`config.mk`:
```
export PLATFORM = sky130hd
export DESIGN_NAME = retire_rec_fifo
export DESIGN_NICKNAME = d
export VERILOG_FILES = /design/src/rtl/retire_rec_fifo.sv
export SDC_FILE = /design/constraint.sdc
export NUM_CORES = 1
export LEC_CHECK = 0
export ABC_AREA = 1
export CORE_UTILIZATION = 36
export DETAILED_ROUTE_END_ITERATION = 10
export GPL_TIMING_DRIVEN = 0
export PLACE_DENSITY = 0.7
export SYNTH_ARGS = -nofsm -noshare
export SYNTH_HDL_FRONTEND = slang
export SYNTH_SLANG_ARGS = --single-unit
export TNS_END_PERCENT = 50
```
`constraint.sdc`:
```
create_clock -name clk -period 9.95 [get_ports clk]
set_clock_uncertainty 0.15 [all_clocks]
set_input_delay 1.99 -clock clk [delete_from_list [all_inputs] [get_ports clk]]
set_output_delay 1.99 -clock clk [all_outputs]
set_load 0.005 [all_outputs]
```
`src/rtl/retire_rec_fifo.sv`:
```
// Two-entry golden-record FIFO; push and pop may occur in the same cycle.
module retire_rec_fifo #(
  parameter int W = 52
) (
  input  logic         clk,
  input  logic         rst_n,
  input  logic         i_push,
  input  logic [W-1:0] i_din,
  input  logic         i_pop,
  output logic [W-1:0] o_head,
  output logic         o_valid,
  output logic [1:0]   o_occ
);

  logic [1:0][W-1:0] r_mem;
  logic              r_rd;
  logic              r_wr;
  logic [1:0]        r_occ;
  logic              w_push;
  logic              w_pop;

  assign w_pop  = i_pop && (r_occ != 2'd0);
  assign w_push = i_push && ((r_occ != 2'd2) || w_pop);

  always_ff @(posedge clk or negedge rst_n) begin
    if (!rst_n) begin
      r_rd  <= 1'b0;
      r_wr  <= 1'b0;
      r_occ <= 2'd0;
    end else begin
      if (w_push) r_wr <= ~r_wr;
      if (w_pop)  r_rd <= ~r_rd;
      r_occ <= r_occ + {1'b0, w_push} - {1'b0, w_pop};
    end
  end

  always_ff @(posedge clk) begin
    if (w_push) r_mem[r_wr] <= i_din;
  end

  assign o_head  = r_mem[r_rd];
  assign o_valid = (r_occ != 2'd0);
  assign o_occ   = r_occ;

endmodule

```
# --- Yosys cells after proc, flatten, opt, wreduce, memory -nomap -nowiden ---
# Cells that the tools add are included.
# Widths: inputs -> output; s select.
classes:
  add_sub_neg: 2
  reduce_logical: 5
  n_eq_ne: 1
  mux: 5
  n_lt_le_gt_ge: 3
  bitwise_logic: 2
op_table:
  columns: ["op", "count"]
  rows:
  - ["$mux 52", 3]
  - ["$bwmux 104", 1]
  - ["$demux 52 s1", 1]
  - ["$lt 1x2->1 const B", 2]
  - ["$logic_and 1x1->1", 3]
  - ["$add 2x1->2", 1]
  - ["$ne 2x2->1 const B", 1]
  - ["$not 1->1", 2]
  - ["$reduce_bool 2->1", 1]
  - ["$sub 2x1->2", 1]
  - ["$ge 1x1->1 const B", 1]
  - ["$logic_or 1x1->1", 1]
word_totals:
  word_cells: 23
  reg_bits: 108
  out_inout_bits: 55
  in_bits: 56

# --- Depth between registers and ports, before layout ---
depth:
  depth_word: 6
  depth_mapped: 10
  depth_no_buf: 10

# --- Worst setup path after synthesis ---
# No wires, ideal clock.
synth_path:
  kind: "input -> register"
  startpoint: "input port i_pop"
  endpoint: "register r_mem[100] (netlist bit), enable pin"
  arrival_ns: 4.346
  path_buffers: 0
  path_stages: 4
  slack_ns: 4.992
  cell_sequence: "inv_1 > nand3_2 > nand2_2 > nor2_1"
synth_between:
  elab_chain_len: 3
synth_rtl:
  columns: ["item", "line", "rtl"]
  rows:
  - ["start, declared", "9", "input logic i_pop,"]
  - ["$logic_and 1x1->1", "22", "assign w_pop = i_pop && (r_occ != 2'd0);"]
  - ["$logic_or 1x1->1", "23", "assign w_push = i_push && ((r_occ != 2'd2) || w_pop);"]
  - ["$logic_and 1x1->1", "23", null]
  - ["end signal, assigned by index", "38", "if (w_push) r_mem[r_wr] <= i_din;"]
  - ["end, declared", "15", "logic [1:0][W-1:0] r_mem;"]
# Every way passes these cells.
# A chain may end at the register's enable or synchronous reset.

# --- Final worst setup path ---
layout_path:
  startpoint: "register r_rd"
  endpoint: "output port o_head[45]"
layout_between:
  elab_chain_len: 2
layout_rtl:
  columns: ["item", "line", "rtl"]
  rows:
  - ["start, declared", "16", "logic r_rd;"]
  - ["start signal, assigned", "32", "if (w_pop) r_rd <= ~r_rd;"]
  - ["$mux 52 (not written as such) (2 in series)", "41", "assign o_head = r_mem[r_rd];"]
  - ["end, declared", "10", "output logic [W-1:0] o_head,"]
# Every way passes these cells. The select of a mux whose other input is x is not followed.

==> run metrics <==
status finished clean; initial antenna violation count 0; CTS tree built; Hold Path Stages 2; slew margin rel. 0.518; GRT Total Usage 0.136; hold endpoint r_wr$_DFFE_PN0P_; CTS Buf Count 9; Slowest cell on crit path clkdlybuf4s50_1; commonest non-fill, non-tap cells in the layout nand2_1 (164), clkdlybuf4s50_1 (110), edfxtp_1 (104), clkbuf_16 (9), buf_6 (6); DR DRC count 0; Mean Syn Cell Area 13.5 um^2; Synth-to-Final Area Change 41.0%; Avg WL per Cell 13.0 um; Slew Limit Fails 0; setup TNS 0 ns; CP cell instances buf_6 > inv_6 > buf_6 > nand2_1 > nand2_1 > clkdlybuf4s50_1; die height 108 um; H-tree Lvls 3; hold buffers post-CTS 0; fin crit period 3.88 ns; core area 10,900 um^2; Layout Utilization 0.524; dpl cells 554; DR iter-0 viols 95; RSZ-0062 raised after global routing false; total vias in the final route 2,509; post-route total power between 1.5 and 2 mW; Mapped Nets 360; crit share post-route 0.390; ranking of synthesized cells by area edfxtp_1 (77%), nand2_1 (15%), dfrtp_1 (2.5%), buf_6 (1.7%), buf_4 (0.92%); CTS clock-pin slew for the worst setup and hold paths 0.07 ns; # clock sinks about 110; starting density of the core 0.372; vias per cell 4.40; CTS Root Cell clkbuf_16; hpwl dp 5100 um; Post-Syn Instances 302; R2R Setup Slk 7.96 ns; Net count, final 483; Pwr Density 281 nW/um^2; Non-Filler Instances 570; CP max FO 10; YS warnings 0; crit path capture type output pin; Post-DRT Antenna Nets 0; Worst Path Buf+Inv 4; Min-Delay Path Class register to register; Distinct cells, synth 16; worst-skew pair later-pin latency 0.34 ns; Die Area 11,700 um^2; Post-Syn Area 4060 um^2; CTS-repair resized insts 0; Worst path top cell family by delay buffers and inverters; GPL Wtd Cong between 0.6 and 0.7; # rows 38; VDD IR max 0.000121 V; die width between 100 and 150 um; post-CTS setup buffers 0; reg-to-reg endpoint r_mem[61]$_DFFE_PP_; hold_sp r_wr$_DFFE_PN0P_; Max Clock Freq between 200 and 300 MHz; CP peak stage delay between 0.5 and 0.6 ns; area leader, netlist edfxtp_1; commonest non-fill, non-tap cell in the layout nand2_1; R2R depth 4; Worst Path Arrival 1.74 ns; total grt overflow 0; first-pass GRT wire length 11,800 um; origin of the critical flop-to-flop path o_occ[1]$_DFF_PN0_; Final Hold Viols 0; hold_ws 0.355 ns; Antenna diodes 0; Max Buffers Root-to-Sink 2; Seq/Total Area, Yosys 0.793; Setup Crit Path Kind register to output pin; vias in the first global route 2,489; final wirelength 7430 um; #FFs+latches synth between 100 and 150; Pleak roughly 2.2 nW; share of layout cells above drive strength 1 0.0837; Max-Cap Viols 0; worst-margin pin slew 0.721 ns; critical path data required time around 7.8 ns; Synth top area share 0.768; IO buf count 110; I/O pins 111; final-report setup violation count 0; largest net degree at the start of global routing 31; Initial DRT Pass Iterations 4; CP startpoint kind register
==> registers in the layout, indices dropped and copies added, names as in the netlist <==
register / count
r_rd: 1
o_occ: 2
r_wr: 1
r_mem: 104
==> layer usage <==
layer / part of all wire / track usage / vias up
li1: - / - / 1255
met1: 0.42 / 0.153 / 1159
met2: 0.51 / 0.235 / 78
met3: 0.052 / 0.0350 / 17
met4: 0.024 / 0.0793 / 0
met5: 0 / 0 / -
==> Yosys cell counts, drive strengths merged <==
| master | n |
|---|---|
| nor2 | 1 |
| ha | 2 |
| buf | 11 |
| xor2 | 1 |
| dfrtp | 4 |
| nand3 | 2 |
| xnor2 | 1 |
| inv | 8 |
| nand2 | 167 |
| edfxtp | 104 |
| clkinv | 1 |
==> metrics by stage <==
step           area (um^2)  worst slack, ns
6_report              5730             6.07
5_1_grt               5730             5.93
4_1_cts               5730             6.03
3_5_place_dp          5390             5.84
3_3_place_gp          5340             3.19
2_1_floorplan         4060             4.99
==> tightest hold or removal path, cell delays in order, from the launching register on <==
cell	delay (ns)
dfrtp_1	0.35
nand2_1	0.06
nand2_1	0.06
==> how the worst max path moves through the flow <==
| stage | startpoint | cells past startpoint | to |
|---|---|---|---|
| 5_1_grt | r_rd$_DFFE_PN0P_ | 6 | o_head[20] |
| 4_1_cts | r_rd$_DFFE_PN0P_ | 6 | o_head[3] |
| 6_report | r_rd$_DFFE_PN0P_ | 6 | o_head[45] |
| 3_3_place_gp | i_pop | 5 | r_mem[60]$_DFFE_PP_ |
| 3_5_place_dp | i_pop | 6 | r_mem[60]$_DFFE_PP_ |
| 2_1_floorplan | i_pop | 4 | r_mem[100]$_DFFE_PP_ |
==> kinds of logic (layout without fill, tap and decap cells) <==
kind of cell               Yosys count  in the layout  synth area share
and+or+nand+nor                    170            170             0.161
xor gates and xnor gates             2              2           0.00431
DFF                                108            108             0.793
buffers and inverters               20            148            0.0357
adders and majority gates            2              2           0.00616
==> power breakdown <==
group          leakage (nW)  total, mW  switching (mW)  internal [mW]
sequential             1.02      0.635          0.0245          0.611
combinational          1.07      0.577           0.275          0.302
clock                 0.163      0.398           0.145          0.253
total                  2.25       1.61           0.445           1.17
==> final cells by class <==
type / count / area (um^2)
fillers: 934 / 5200
flip-flops and latches: 108 / 3220
repair buffers: 112 / 1140
multi-input cells: 174 / 703
clock buffers: 12 / 246
well taps: 140 / 175
plain buffers: 11 / 105
clock inverters: 4 / 97.6
inverters: 9 / 40.0
Note: power is estimated with default switching activity, not from simulation.
